--- src/rtl/muldiv_pkg.sv ---
// muldiv_pkg: op codes, FSM states and sign helper for muldiv_unit.
// Divide support is selected by MULDIV_DIV_EN in the users of this package.
package muldiv_pkg;

  localparam logic [2:0] OP_MULT  = 3'd0;
  localparam logic [2:0] OP_MULTU = 3'd1;
  localparam logic [2:0] OP_DIV   = 3'd2;
  localparam logic [2:0] OP_DIVU  = 3'd3;
  localparam logic [2:0] OP_MTHI  = 3'd4;
  localparam logic [2:0] OP_MTLO  = 3'd5;

  // Widest supported WIDTH; the helper works on 2*MAX_W bits.
  localparam int MAX_W = 64;

  typedef logic [2*MAX_W-1:0] wide_t;

  typedef enum logic [1:0] {
    S_IDLE,
    S_RUN,
    S_FIX
  } state_e;

  // Two's-complement negate when neg is set (magnitude or sign fixup).
  function automatic wide_t cond_neg(input wide_t x, input logic neg);
    return neg ? -x : x;
  endfunction

endpackage

--- src/rtl/muldiv_step.sv ---
// muldiv_step: one radix-2 multiply (shift-add) or divide (restoring) step.
// The divide path exists only when MULDIV_DIV_EN is defined.
module muldiv_step #(
  parameter int WIDTH = 32
) (
  input  logic [2*WIDTH-1:0] acc,
  input  logic [WIDTH-1:0]   opnd,
`ifdef MULDIV_DIV_EN
  input  logic               is_div,
`endif
  output logic [2*WIDTH-1:0] acc_nxt
);

  logic [WIDTH:0] sum;

  assign sum = {1'b0, acc[2*WIDTH-1:WIDTH]}
             + (acc[0] ? {1'b0, opnd} : '0);

`ifdef MULDIV_DIV_EN
  logic [WIDTH:0]   shl;
  logic [WIDTH-1:0] diff;
  logic             borrow;

  assign shl    = acc[2*WIDTH-1:WIDTH-1];
  assign borrow = shl < {1'b0, opnd};
  assign diff   = shl[WIDTH-1:0] - opnd;

  // Select multiply shift-add or divide trial-subtract result.
  always_comb begin
    acc_nxt = {sum, acc[WIDTH-1:1]};
    if (is_div) begin
      acc_nxt = borrow
        ? {shl[WIDTH-1:0], acc[WIDTH-2:0], 1'b0}
        : {diff, acc[WIDTH-2:0], 1'b1};
    end
  end
`else
  assign acc_nxt = {sum, acc[WIDTH-1:1]};
`endif

endmodule

--- src/rtl/muldiv_unit.sv ---
// muldiv_unit: iterative MULT/DIV with HI/LO and start/busy/done handshake.
// MULDIV_DIV_EN builds the divider; without it DIV/DIVU are 1-cycle no-ops.
module muldiv_unit
  import muldiv_pkg::*;
#(
  parameter int WIDTH = 32
) (
  input  logic             clk,
  input  logic             rst,
  input  logic             start,
  input  logic [2:0]       op,
  input  logic [WIDTH-1:0] a,
  input  logic [WIDTH-1:0] b,
  input  logic             flush,
  output logic             busy,
  output logic             done,
  output logic             div_zero,
  output logic [WIDTH-1:0] hi,
  output logic [WIDTH-1:0] lo
);

  localparam int CW = $clog2(WIDTH + 1);

  state_e             state;
  logic [CW-1:0]      cnt;
  logic [2*WIDTH-1:0] acc;
  logic [2*WIDTH-1:0] acc_nxt;
  logic [WIDTH-1:0]   opnd;
  logic               neg_q;

  logic is_mul, is_div, is_mthi, is_mtlo, sgn;
  wide_t a_wide, b_wide, p_wide;
  logic unused_wide;

  assign is_mul  = (op == OP_MULT) || (op == OP_MULTU);
  assign is_mthi = (op == OP_MTHI);
  assign is_mtlo = (op == OP_MTLO);
  assign sgn     = (op == OP_MULT) || (op == OP_DIV);

  assign a_wide = cond_neg(wide_t'(a), sgn & a[WIDTH-1]);
  assign b_wide = cond_neg(wide_t'(b), sgn & b[WIDTH-1]);
  assign p_wide = cond_neg(wide_t'(acc), neg_q);

  assign busy = (state != S_IDLE);

`ifdef MULDIV_DIV_EN
  logic  mode_div;
  logic  neg_r;
  wide_t q_wide, r_wide;

  assign is_div = (op == OP_DIV) || (op == OP_DIVU);
  assign q_wide = cond_neg(wide_t'(acc[WIDTH-1:0]), neg_q);
  assign r_wide = cond_neg(wide_t'(acc[2*WIDTH-1:WIDTH]), neg_r);
  assign unused_wide = ^{a_wide, b_wide, p_wide, q_wide, r_wide};
`else
  assign is_div = 1'b0;
  assign unused_wide = ^{a_wide, b_wide, p_wide};
`endif

  muldiv_step #(.WIDTH(WIDTH)) u_step (
    .acc     (acc),
    .opnd    (opnd),
`ifdef MULDIV_DIV_EN
    .is_div  (mode_div),
`endif
    .acc_nxt (acc_nxt)
  );

  // Control FSM: accept, iterate, sign-fix and commit HI/LO.
  always_ff @(posedge clk or posedge rst) begin
    if (rst) begin
      state    <= S_IDLE;
      cnt      <= '0;
      acc      <= '0;
      opnd     <= '0;
      neg_q    <= 1'b0;
      done     <= 1'b0;
      div_zero <= 1'b0;
      hi       <= '0;
      lo       <= '0;
`ifdef MULDIV_DIV_EN
      mode_div <= 1'b0;
      neg_r    <= 1'b0;
`endif
    end else begin
      done <= 1'b0;
      unique case (state)
        S_IDLE: begin
          if (start && !flush) begin
            div_zero <= 1'b0;
            unique case (1'b1)
              is_mul, is_div: begin
                acc <= {{WIDTH{1'b0}},
                        is_div ? a_wide[WIDTH-1:0]
                               : b_wide[WIDTH-1:0]};
                opnd <= is_div ? b_wide[WIDTH-1:0]
                               : a_wide[WIDTH-1:0];
                neg_q <= sgn & (a[WIDTH-1] ^ b[WIDTH-1]);
`ifdef MULDIV_DIV_EN
                neg_r    <= sgn & a[WIDTH-1];
                mode_div <= is_div;
`endif
                cnt   <= CW'(WIDTH);
                state <= S_RUN;
              end
              is_mthi: begin
                hi   <= a;
                done <= 1'b1;
              end
              is_mtlo: begin
                lo   <= a;
                done <= 1'b1;
              end
              default: done <= 1'b1;
            endcase
          end
        end
        S_RUN: begin
          if (flush) begin
            state <= S_IDLE;
          end else begin
            acc <= acc_nxt;
            cnt <= cnt - 1'b1;
            if (cnt == CW'(1)) state <= S_FIX;
          end
        end
        S_FIX: begin
          if (flush) begin
            state <= S_IDLE;
          end else begin
`ifdef MULDIV_DIV_EN
            if (mode_div) begin
              hi       <= r_wide[WIDTH-1:0];
              lo       <= q_wide[WIDTH-1:0];
              div_zero <= (opnd == '0);
            end else begin
              hi <= p_wide[2*WIDTH-1:WIDTH];
              lo <= p_wide[WIDTH-1:0];
            end
`else
            hi <= p_wide[2*WIDTH-1:WIDTH];
            lo <= p_wide[WIDTH-1:0];
`endif
            done  <= 1'b1;
            state <= S_IDLE;
          end
        end
        default: state <= S_IDLE;
      endcase
    end
  end

endmodule

--- config.mk ---
export PLATFORM = sky130hd
export DESIGN_NAME = muldiv_unit
export DESIGN_NICKNAME = d
export VERILOG_FILES = /design/src/rtl/muldiv_pkg.sv /design/src/rtl/muldiv_step.sv /design/src/rtl/muldiv_unit.sv
export SDC_FILE = /design/constraint.sdc
export NUM_CORES = 1
export LEC_CHECK = 0
export BUFFER_PORTS_ARGS = -buffer_cell sky130_fd_sc_hd__buf_2
export CAP_MARGIN = 40
export CORE_UTILIZATION = 62
export CTS_BUF_LIST = sky130_fd_sc_hd__clkbuf_8
export DETAILED_ROUTE_END_ITERATION = 10
export PLACE_DENSITY_LB_ADDON = 0.1
export RECOVER_POWER = 25
export SYNTH_ARGS = -nofsm -noshare
export SYNTH_HDL_FRONTEND = slang
export SYNTH_SLANG_ARGS = --single-unit
--- constraint.sdc ---
create_clock -name clk -period 8.4 [get_ports clk]
set_clock_uncertainty 0.05 [all_clocks]
set_input_delay 0.42 -clock clk [delete_from_list [all_inputs] [get_ports clk]]
set_output_delay 0.42 -clock clk [all_outputs]
set_load 0.02 [all_outputs]
# ---- Yosys cells after proc, flatten, opt, wreduce, memory -nomap -nowiden
# Index checks and enable logic that the tools add are counted.
dict set report word_totals {
  elab_cells 74
  memories 0
  out_inout_bits 67
  register_bits 170
  mem_bits_rw 0
  romBits 0
  input_bits 71
  latchBits 0
}
dict set report op_classes {
  addsub 5
  n_shift 0
  div 0
  n_reduce_logical 14
  n_eq_ne 14
  order_cmp 0
  mux 29
  n_mul 0
  bitwise_logic 4
}
# operator count
set ops {}
lappend ops {{2-to-1 mux 32 bit} 9}
lappend ops {{2-to-1 mux 64 bit} 4}
lappend ops {{one-hot mux 32 bit (2 select lines)} 2}
lappend ops {{one-hot mux 64 bit (2 select lines)} 1}
lappend ops {{negation 32 bit} 2}
lappend ops {{negation 64 bit} 1}
lappend ops {{adder 32 x 33 -> 33 bit} 1}
lappend ops {{2-to-1 mux 6 bit} 3}
lappend ops {{!= test 2 bit (second input constant)} 6}
lappend ops {{one-hot mux 6 bit (2 select lines)} 1}
lappend ops {{AND reduction 4 bit} 3}
lappend ops {{2-to-1 mux 2 bit} 4}
lappend ops {{== test 3 bit (second input constant)} 2}
lappend ops {{== test 6 x 1 -> 1 bit (second input constant)} 1}
lappend ops {{AND reduction 3 bit} 2}
lappend ops {{nonzero test 2 bit} 3}
lappend ops {{subtractor 6 x 1 -> 6 bit (second input constant)} 1}
lappend ops {{one-hot mux 2 bit (2 select lines)} 1}
lappend ops {{bitwise AND 1 bit} 3}
lappend ops {{== test 3 x 1 -> 1 bit (second input constant)} 1}
lappend ops {{== test 3 x 2 -> 1 bit (second input constant)} 1}
lappend ops {{logical NOT 3 bit} 1}
lappend ops {{2-to-1 mux 1 bit} 3}
lappend ops {{!= test 3 bit (second input constant)} 1}
lappend ops {{other kinds (8)} 9}

# ---- Logic depth before layout (Yosys ltp)
# Gate-level depths: netlist of the first run.
dict set report depth {
  depth_word 7
  mapped_depth 14
  mapped_depth_nobuf 12
}

# ---- Hierarchy
# Synthesis of the first run repeated with hierarchy kept, for this count alone.
dict set report hier_totals {
  hier_cells 1450
  area_unflattened_um2 12142.9
}
# module area_each_um2 seq_area_each_um2 cells_each instances
set modules_own_cells {}
lappend modules_own_cells {muldiv_unit 9714.3 4254.1 1097 1}
lappend modules_own_cells {muldiv_step 2428.6 0.0 353 1}

# ---- Worst setup path before layout of the first run
# No wires, ideal clock.
dict set report synth_path {
  path_type {register -> register}
  from {register acc[12]}
  to {register hi[20]}
  path_buffers 2
  t_arrival_ns 3.301
  slack_ns 4.911
  synth_period_minus_slack_ns 3.489
  t_required_ns 8.212
  path_stages_with_launch 11
  setup_time_ns 0.138
  cell_sequence {dfrtp_1 or4_4 or4_4 or4_1 or4_1 buf_2 nand2b_4 buf_6 o41ai_4 xor2_1 o22ai_1}
}
dict set report synth_between {
  elab_chain_cells 4
}
# element line_no
set synth_lines {}
lappend synth_lines {{start: declaration} muldiv_unit.sv:26} ;# logic [2*WIDTH-1:0] acc;
lappend synth_lines {{start signal: assignment} muldiv_unit.sv:93} ;# acc <= {{WIDTH{1'b0}},
lappend synth_lines {{start signal: assignment} muldiv_unit.sv:122} ;# acc <= acc_nxt;
lappend synth_lines {{negation 64 bit} muldiv_pkg.sv:25} ;# return neg ? -x : x;
lappend synth_lines {{2-to-1 mux 64 bit} muldiv_pkg.sv:25}
lappend synth_lines {{2-to-1 mux 32 bit} muldiv_unit.sv:128} ;# if (flush) begin
lappend synth_lines {{one-hot mux 32 bit (2 select lines)} muldiv_unit.sv:87} ;# unique case (state)
lappend synth_lines {{end signal: assignment} muldiv_unit.sv:141} ;# hi <= p_wide[2*WIDTH-1:WIDTH];
lappend synth_lines {{end: declaration} muldiv_unit.sv:18} ;# output logic [WIDTH-1:0] hi,
# Every way passes these cells. The select of a mux whose other input is x is not followed.
# A chain may end at the register's enable or synchronous reset.

==> results of run 1 <==
## state kept, by name, summed over array words and instances, names as in the netlist
signal	flops
acc	64
hi	32
lo	32
opnd	32
cnt	6
state	2
done	1
neg_q	1
## stage by stage
stage	cells	hold WS [ns]	power, µW	utilization [%]	instance area [µm²]
floorplan	1341	0.388	1980	-	11300
global placement	1635	0.405	2330	67.5	12100
detailed placement	1640	0.385	2370	68.2	12200
CTS	1673	0.134	2960	70.4	12600
global route	1673	0.144	3150	70.2	12600
finish	1673	0.147	2980	70.2	12600
## power by group through the flow
stage                     logic (µW)  clock network (µW)  registers, µW
after floorplan                  684                   0           1290
final                           1100                 603           1280
after detailed placement        1080                   0           1280
after global placement          1040                   0           1290
after global routing            1220                 632           1300
after CTS                       1090                 606           1270
## routing by layer
layer	track usage [%]	up-vias	part of all wire, %
met1	51.2	5112	44
met4	13.4	0	3.1
met5	0	-	0
li1	-	5019	-
met2	56.1	468	45
met3	7.25	65	7.7
## cells in the final DEF (no fill, tap or decap), types with 7 or more instances in the layout
master	synthesis	routed
dfrtp_1	170	169
o21ai_0	162	161
nand2_1	141	141
buf_2	2	136
nor2_1	98	96
a21oi_1	83	83
xor2_1	77	77
xnor2_1	66	66
o31ai_1	39	39
and2_1	38	37
ha_1	37	37
inv_1	33	32
a22oi_1	30	30
nor3_1	27	27
a21o_1	27	27
or4_1	18	18
nor4_1	18	18
nand3_1	18	18
clkbuf_8	0	18
o22ai_1	17	17
or3_1	15	14
o41ai_1	14	14
a211oi_1	13	13
nand2b_1	11	11
buf_4	1	11
nand4_1	10	10
mux2i_1	9	9
nor3b_1	7	7
a221oi_1	7	7
## what timing repair did
action | 4_1_cts | 5_1_grt
hold buffers | 1 | 0
setup buffers | 0 | 0
setup endpoints to repair | 0 | 0
resized for setup | 0 | 0
endpoints found under the hold margin | 37 | 0
## worst max-delay path by stage
stage	slack (ns)	end	depth (start not counted)	start
5_1_grt	2.74	acc[53]	4	rst
3_5_place_dp	4.66	hi[17]	8	acc[36]
6_report	3.62	hi[23]	4	rst
4_1_cts	4.63	hi[17]	8	acc[36]
3_3_place_gp	4.65	hi[20]	9	acc[0]
2_1_floorplan	3.33	acc[0]	1	rst
## logic make-up (layout without fill, tap and decap cells)
logic type               count (synthesis)  after routing
AO/OA/AOI/OAI                          440            440
AND/OR/NAND/NOR                        425            425
flip-flops                             170            170
XOR/XNOR                               143            143
buffers and inverters                  115            218
adder cells (fa/ha/maj)                 38             38
multiplexers                             9              9
other                                    1              1
## final cells by class
| type | instances | area (µm²) |
|---|---|---|
| inverters | 33 | 125 |
| clock buffers | 18 | 248 |
| clock inverters | 14 | 148 |
| multi-input cells | 1056 | 6690 |
| flip-flops and latches | 170 | 4260 |
| fillers | 1477 | 5350 |
| repair buffers | 153 | 863 |
| well taps | 229 | 287 |
==> impl_metrics.toml, run 1 <==
[cells_and_area]
syn_to_final_growth_pct = 11.2
final_nets = 1540
n_antenna_cell = 0
drive_above_1_share_pct = 14.0

[floorplanning]
start_util_pct = 63.2
rows = 49
fp.dieH_um = 137
die_x_um = 137
die_area_mm2 = 0.0189
ios = 138
core-area_mm2 = 0.0180

[power_and_ir_drop]
p_switching_uw = 1270
seq_power_share_pct = 42.9
p_comb_share_pct = 36.9
vdd_drop_max_uv = 156
p_int_uw = 1710
sw_frac_of_total_pct = 42.5
clockPowerShare_pct = 20.3
cellLeakagePower_uw = 0.00555
p_per_area_mw_per_mm2 = 236

[grt]
grt_pass1_vias = 9630
grt_antenna_before_repair = 0
grt_usage_pct = 36.6
grt_max_degree = 76
grt_pass1_wl_um = 52000
overflow = 0

[critical_path]
critPathLaunchType = "input pin"
critical_path_required_ns = 8.17
r2r_end = "hi[17]"
crit_slowest_cell = "clkbuf_1"
path_buf_inv = 4
reg2reg_from = "acc[36]"
crit_type = "in -> async"
reg2regPathDepth = 8
path_cells = "dlygate4sd3_1, buf_2, clkinvlp_2, clkbuf_1"
cp_top_family = "buffers and inverters"
arrival_ns = 4.55
path_max_fanout = 61
crit_path_end_kind = "asynchronous set/reset pin"
r2r_slack_ns = 4.57
slowest_delay_ns = 2.46

[yosys]
synth_seq_area_share_pct = 37.5
synthTopCellsByCount = "dfrtp_1 (170), o21ai_0 (162), nand2_1 (141)"
synth_cell_type_count = 65
yosysMostFrequentCell = "dfrtp_1"
synth.top_cells.by_area = "dfrtp_1 (37%), o21ai_0 (7.1%), xor2_1 (5.9%)"
avgSynthCellArea_um2 = 8.46
synthAdderAreaFrac_pct = 4.26
yosys.area_share.simple_pct = 18.3
ys.warnings.count = 0
synth_edf_count = 0
ys.flop_type = "dfrtp_1"
synth_nets = 1450
synth_mux_area_share_pct = 0.794
synth-compound-area-share_pct = 24.2
yosys.area_share.xor_xnor_pct = 11.0
ys_ff_latch = 170
synth_top_family_by_area = "compound AO/OA/AOI/OAI gates"
async_reset_ff_share_pct = 100
syn_area_mm2 = 0.0113
syn_inst = 1341
synth_top_area_share_pct = 37.5
synth_top_cell_by_area = "dfrtp_1"

[job]
cap_violations = 2

[place]
post-place-ws_ns = 4.66
routabilityCongestion = 0.981
hpwlAfterDp_um = 25300
portBuffers = 136

[clock_tree]
clock-sinks = 170
clkTransAtPathRegs_ns = 0.10
cts_buffers = 17
cts_max_path_buffers = 2
cts_tree = "yes"
root_buffer = "clkbuf_8"
clkLatencyLatePin_ns = 0.48
htreeDepth = 4

[timing]
tightestPinTransition_ns = 3.41
period_share_pct = 56.8
min_period_ns = 4.78
setup_viol = 0
setup_ws_ns = 3.62
tns_ns = 0
max_slew_margin_pct = -127
rsz0062_at_grt = "false"
fmax_mhz = 209
timing.final.max_slew_violations = 102
finalHoldViolations = 0

[routing]
routed_wl_um = 33900
dr.pass1.iters = 5
wl_per_cell_um = 20.3
route.antenna.remaining_nets = 0
drcViolationCount = 0
vias = 10664
via_per_inst = 6.37
drt_iter0_markers = 1061

[min_path]
hp-start = "flush"
min_path_cells = 2
hold_path_class = "in -> reg"
worstHoldEndpoint = "done"

[outcome]
outcome = "finished with violations"
violations = "capacitance limit, slew limit"
No activity file was read; power rests on OpenSTA's default activity.
==> inputs of run 2 (changes only) <==
- ABC_AREA: default -> 1
- clock period: 8.4 -> 4.6 ns (I/O delays scaled with it)
==> impl_metrics.toml, run 2 <==
[power_and_ir_drop]
p_switching_uw = 4780
vdd_drop_max_uv = 519
p_int_uw = 4210
cellLeakagePower_uw = 0.00722
p_comb_share_pct = 53.7
p_per_area_mw_per_mm2 = 620
sw_frac_of_total_pct = 53.2
seq_power_share_pct = 33.6
clockPowerShare_pct = 12.8

[critical_path]
r2r_end = "acc[0]"
critPathLaunchType = "register"
critical_path_required_ns = 4.88
path_max_fanout = 26
cp_top_family = "compound AO/OA/AOI/OAI gates"
cpMostUsedCell = "inv_2"
crit_type = "reg -> reg"
r2r_slack_ns = 1.31
path_cells = "inv_2, nor2_2, nand2_1, inv_2, o21ai_4, inv_2, o221ai_1"
crit_slowest_cell = "nand2_1"
cp.depth = 7
crit_end = "acc[0]"
arrival_ns = 3.58
reg2reg_from = "state[0]"
crit_path_end_kind = "register"
reg2regPathDepth = 7
path_buf_inv = 3
slowest_delay_ns = 0.74
startpoint = "state[0]"

[yosys]
synth_edf_count = 0
synth_top_area_share_pct = 32.2
avgSynthCellArea_um2 = 6.41
syn_inst = 2062
synthTopCellsByCount = "nand2_1 (506), nor2_1 (332), inv_1 (240)"
synth_cell_type_count = 52
ys.warnings.count = 0
async_reset_ff_share_pct = 100
syn_area_mm2 = 0.0132
yosysMostFrequentCell = "nand2_1"
synth_seq_area_share_pct = 32.2
ys_ff_latch = 170
synth.top_cells.by_area = "dfrtp_1 (32%), nand2_1 (14%), nor2_1 (9.4%)"
ys.flop_type = "dfrtp_1"
synth_nets = 2171
synth_top_cell_by_area = "dfrtp_1"

[clock_tree]
cts_hold_buf = 16
clkLatencyLatePin_ns = 0.48
cts_tree = "yes"
clock-sinks = 170
post_cts_buffers = 0
htreeDepth = 4
root_buffer = "clkbuf_8"
clkTransAtPathRegs_ns = 0.11
cts_max_path_buffers = 2
cts_buffers = 17
cts_resized = 0

[cells_and_area]
final_nets = 2286
nFillCells = 1953
regMostFlops = "acc"
final_cell_mix = "nand2_1 (507), nor2_1 (332), inv_1 (240)"
final_common_cell = "nand2_1"
postLayoutCoreUtil_pct = 69.1
syn_to_final_growth_pct = 9.58
largest_reg_flops = 64
drive_above_1_share_pct = 8.49
multiInputGateArea_mm2 = 0.00765
register_area_mm2 = 0.00426
n_antenna_cell = 0

[grt]
grt_pass1_wl_um = 69700
grt_antenna_before_repair = 1
grt_usage_pct = 41.3
overflow = 0
grt_max_degree = 142
grt_pass1_vias = 12918

[floorplanning]
die_area_mm2 = 0.0219
start_util_pct = 63.1
fp.dieH_um = 148
core-area_mm2 = 0.0210
rows = 53
die_x_um = 148
ios = 138

[place]
routabilityCongestion = 0.954
portBuffers = 136
hpwlAfterDp_um = 33800
post-place-ws_ns = 1.58

[routing]
dr.pass1.iters = 5
drt_iter0_markers = 1399
wl_per_cell_um = 18.0
routed_wl_um = 44400
via_per_inst = 5.85
route.antenna.remaining_nets = 0
vias = 14418
drcViolationCount = 0

[job]
cap_violations = 1

[timing]
rsz0062_at_grt = "false"
max_slew_margin_pct = -3.77
tightestPinTransition_ns = 1.55
setup_ws_ns = 1.31
timing.final.max_slew_violations = 30
setup_viol = 0
tns_ns = 0
hold_ws_ns = 0.0224
fmax_mhz = 304
period_share_pct = 71.6
finalHoldViolations = 0
min_period_ns = 3.29

[outcome]
violations = "capacitance limit, slew limit"
outcome = "finished with violations"

[min_path]
hold_path_class = "in -> reg"
run 2: how the worst min path moves through the flow:
stage / start / endpoint / cells past startpoint
2_1_floorplan: flush / done / 1
3_3_place_gp: rst / opnd[5] / 2
3_5_place_dp: rst / opnd[5] / 2
4_1_cts: a[22] / opnd[22] / 3
5_1_grt: a[19] / opnd[19] / 4
6_report: a[22] / opnd[22] / 3
run 2: through the flow:
step / power, µW / cell area (µm²) / std cells
after floorplan: 6280 / 13200 / 2062
after CTS: 8930 / 14600 / 2465
final: 8990 / 14500 / 2465
after detailed placement: 7770 / 14000 / 2417
after global placement: 7630 / 14000 / 2415
after global routing: 9660 / 14500 / 2465
run 2: layout make-up:
class                   instances  share of cell area, %
well taps                     275                   2.37
repair buffers                163                   5.97
multi-input cells            1569                   52.8
flip-flops and latches        170                   29.4
inverters                     256                   6.65
clock buffers                  19                   1.80
clock inverters                13                   1.00
run 2: worst reg2reg max path, cell delays in order, from the launching register on:
cell	delay, ns
dfrtp_1	0.45
inv_2	0.10
nor2_2	0.05
nand2_1	0.74
inv_2	0.14
o21ai_4	0.68
inv_2	0.48
o221ai_1	0.46
run 2: cells by family (layout without fill, tap and decap cells):
family | count (synthesis) | after routing | synth area share, %
buffers and inverters | 323 | 451 | 9.92
DFF | 170 | 170 | 32.2
xor gates and xnor gates | 35 | 35 | 2.32
AOI/OAI and AO/OA | 350 | 350 | 14.6
and+or+nand+nor | 1145 | 1145 | 37.3
other | 1 | 1 | 0.0284
adders and majority gates | 38 | 38 | 3.65
run 2: metal layers:
metal	vias to the layer above	track usage, %	share of wire (%)
met5	-	0	0.032
met4	2	19.8	4.7
li1	6896	-	-
met3	132	7.35	9.4
met1	6631	57.6	42
met2	757	62.0	44
run 2: power groups by stage:
| stage | logic [µW] | clock network [µW] | registers, µW |
|---|---|---|---|
| 2_1_floorplan | 3250 | 0 | 3030 |
| 3_3_place_gp | 4660 | 0 | 2970 |
| 3_5_place_dp | 4790 | 0 | 2990 |
| 4_1_cts | 4830 | 1140 | 2960 |
| 5_1_grt | 5400 | 1200 | 3070 |
| 6_report | 4820 | 1150 | 3020 |
==> inputs of run 3 (changes only) <==
- ABC_AREA: 1 -> 0
- CORE_UTILIZATION: 62 -> 55
- clock period: 4.6 -> 2.7 ns (I/O delays scaled with it)
==> impl_metrics.toml, run 3 (same netlist as run 1, synthesis figures left out) <==
[place]
routabilityCongestion = 0.957
dp_cells = 1876
post-place-ws_ns = -0.688
portBuffers = 136
hpwlAfterDp_um = 28800

[min_path]
hold_path_class = "in -> reg"
worstHoldEndpoint = "lo[25]"
min_path_cells = 3
hp-start = "a[25]"

[outcome]
violations = "hold timing, capacitance limit, slew limit, setup timing"
outcome = "finished with violations"

[floorplanning]
fp.dieH_um = 146
ios = 138
core-area_mm2 = 0.0202
rows = 52
start_util_pct = 56.1
die_x_um = 146
die_area_mm2 = 0.0212

[timing]
setup_viol = 63
finalHoldViolations = 1
max_slew_margin_pct = -14.5
fmax_mhz = 297
hold_ws_ns = -0.0117
setup_ws_ns = -0.667
period_share_pct = 125
min_period_ns = 3.37
tightestPinTransition_ns = 1.72
timing.final.max_slew_violations = 169
rsz0062_at_grt = "true"

[critical_path]
crit_type = "reg -> reg"
crit_path_end_kind = "register"
arrival_ns = 3.63
cpMostUsedCell = "or4_4"
r2r_slack_ns = -0.67
r2r_end = "hi[26]"
crit_slowest_cell = "or4_4"
cp_top_family = "simple AND/OR/NAND/NOR gates"
critPathLaunchType = "register"
reg2reg_from = "acc[0]"
path_cells = "buf_6, inv_1, ha_1, or3b_4, or4_4, or4_4, nand2b_4, nor2_4, mux2i_1, o221ai_1"
critical_path_required_ns = 2.96
slowest_delay_ns = 0.65
path_max_fanout = 6
reg2regPathDepth = 10
path_buf_inv = 2

[grt]
grt_pass1_wl_um = 66000
grt_usage_pct = 39.9
grt_max_degree = 104
overflow = 0
grt_antenna_before_repair = 0
grt_pass1_vias = 12048

[routing]
wl_per_cell_um = 22.2
dr.pass1.iters = 6
drt_iter0_markers = 1558
routed_wl_um = 44500
drcViolationCount = 0
route.antenna.remaining_nets = 0
vias = 12774
via_per_inst = 6.39

[cells_and_area]
regMostFlops = "acc"
largest_reg_flops = 64
n_antenna_cell = 0
finalNonFillerCells = 1999
drive_above_1_share_pct = 35.5
final_cell_mix = "buf_4 (208), dfrtp_1 (168), buf_2 (135)"
final_nets = 1825
final_common_cell = "buf_4"
syn_to_final_growth_pct = 45.1

[clock_tree]
cts_tree = "yes"
cts_buffers = 17
clkTransAtPathRegs_ns = 0.12
clkLatencyLatePin_ns = 0.49
htreeDepth = 4
cts_max_path_buffers = 2
clock-sinks = 170
root_buffer = "clkbuf_8"

[power_and_ir_drop]
power.total_uw = 11900
p_per_area_mw_per_mm2 = 721
vdd_drop_max_uv = 404
cellLeakagePower_uw = 0.00718

[job]
cap_violations = 1
-- run 3: metal layers --
layer | global-route usage [%] | wire (µm) | share of wire, % | up-vias
li1 | - | - | - | 5600
met1 | 52.8 | 17100 | 38 | 6056
met2 | 63.0 | 20100 | 45 | 897
met3 | 6.96 | 4520 | 10 | 221
met4 | 21.1 | 2740 | 6.2 | 0
met5 | 0 | 0 | 0 | -
-- run 3: final cells by class --
type / count / area (µm²)
Inverter: 33 / 125
Multi-Input combinational cell: 1057 / 8060
Clock buffer: 17 / 234
Fill cell: 1264 / 3770
Timing Repair Buffer: 437 / 3280
Clock inverter: 15 / 175
Sequential cell: 170 / 4260
Tap cell: 270 / 338
-- run 3: through the flow --
step / setup TNS [ns] / util, % / area (µm²)
after global placement: -18.50 / 68.5 / 13900
after detailed placement: -21.79 / 68.7 / 13900
after floorplan: -9.81 / - / 11500
after global routing: -24.65 / 81.4 / 16500
after CTS: -16.05 / 78.8 / 16000
final: -20.17 / 81.4 / 16500
-- run 3: how the worst max path moves through the flow --
stage | start | end | slack [ns] | cells past startpoint
after floorplan | acc[13] | hi[18] | -0.58 | 10
after global placement | acc[15] | hi[18] | -0.60 | 8
after detailed placement | acc[15] | hi[22] | -0.69 | 8
after CTS | acc[15] | hi[26] | -0.52 | 8
after global routing | acc[15] | hi[17] | -0.69 | 11
final | acc[0] | hi[26] | -0.67 | 10
-- run 3: repair_timing --
item | in CTS | in global routing
hold buffers | 51 | 0
setup endpoints to repair | 68 | 88
gates cloned | 3 | 1
endpoints found under the hold margin | 226 | 0
buffers inserted | 22 | 26
pin swaps | 82 | 111
resized for setup | 204 | 112
-- run 3: report_power, final --
| part | switching, µW | internal, µW | leakage (µW) |
|---|---|---|---|
| Combinational | 3520 | 2740 | 0.00484 |
| Clock | 1180 | 707 | 0.000203 |
| Sequential | 527 | 3190 | 0.00214 |
| Total | 5230 | 6640 | 0.00718 |
-- run 3: worst min-delay path, stage by stage --
cell     delay (ns)
buf_2          0.15
o21ai_2        0.10
o21ai_1        0.11
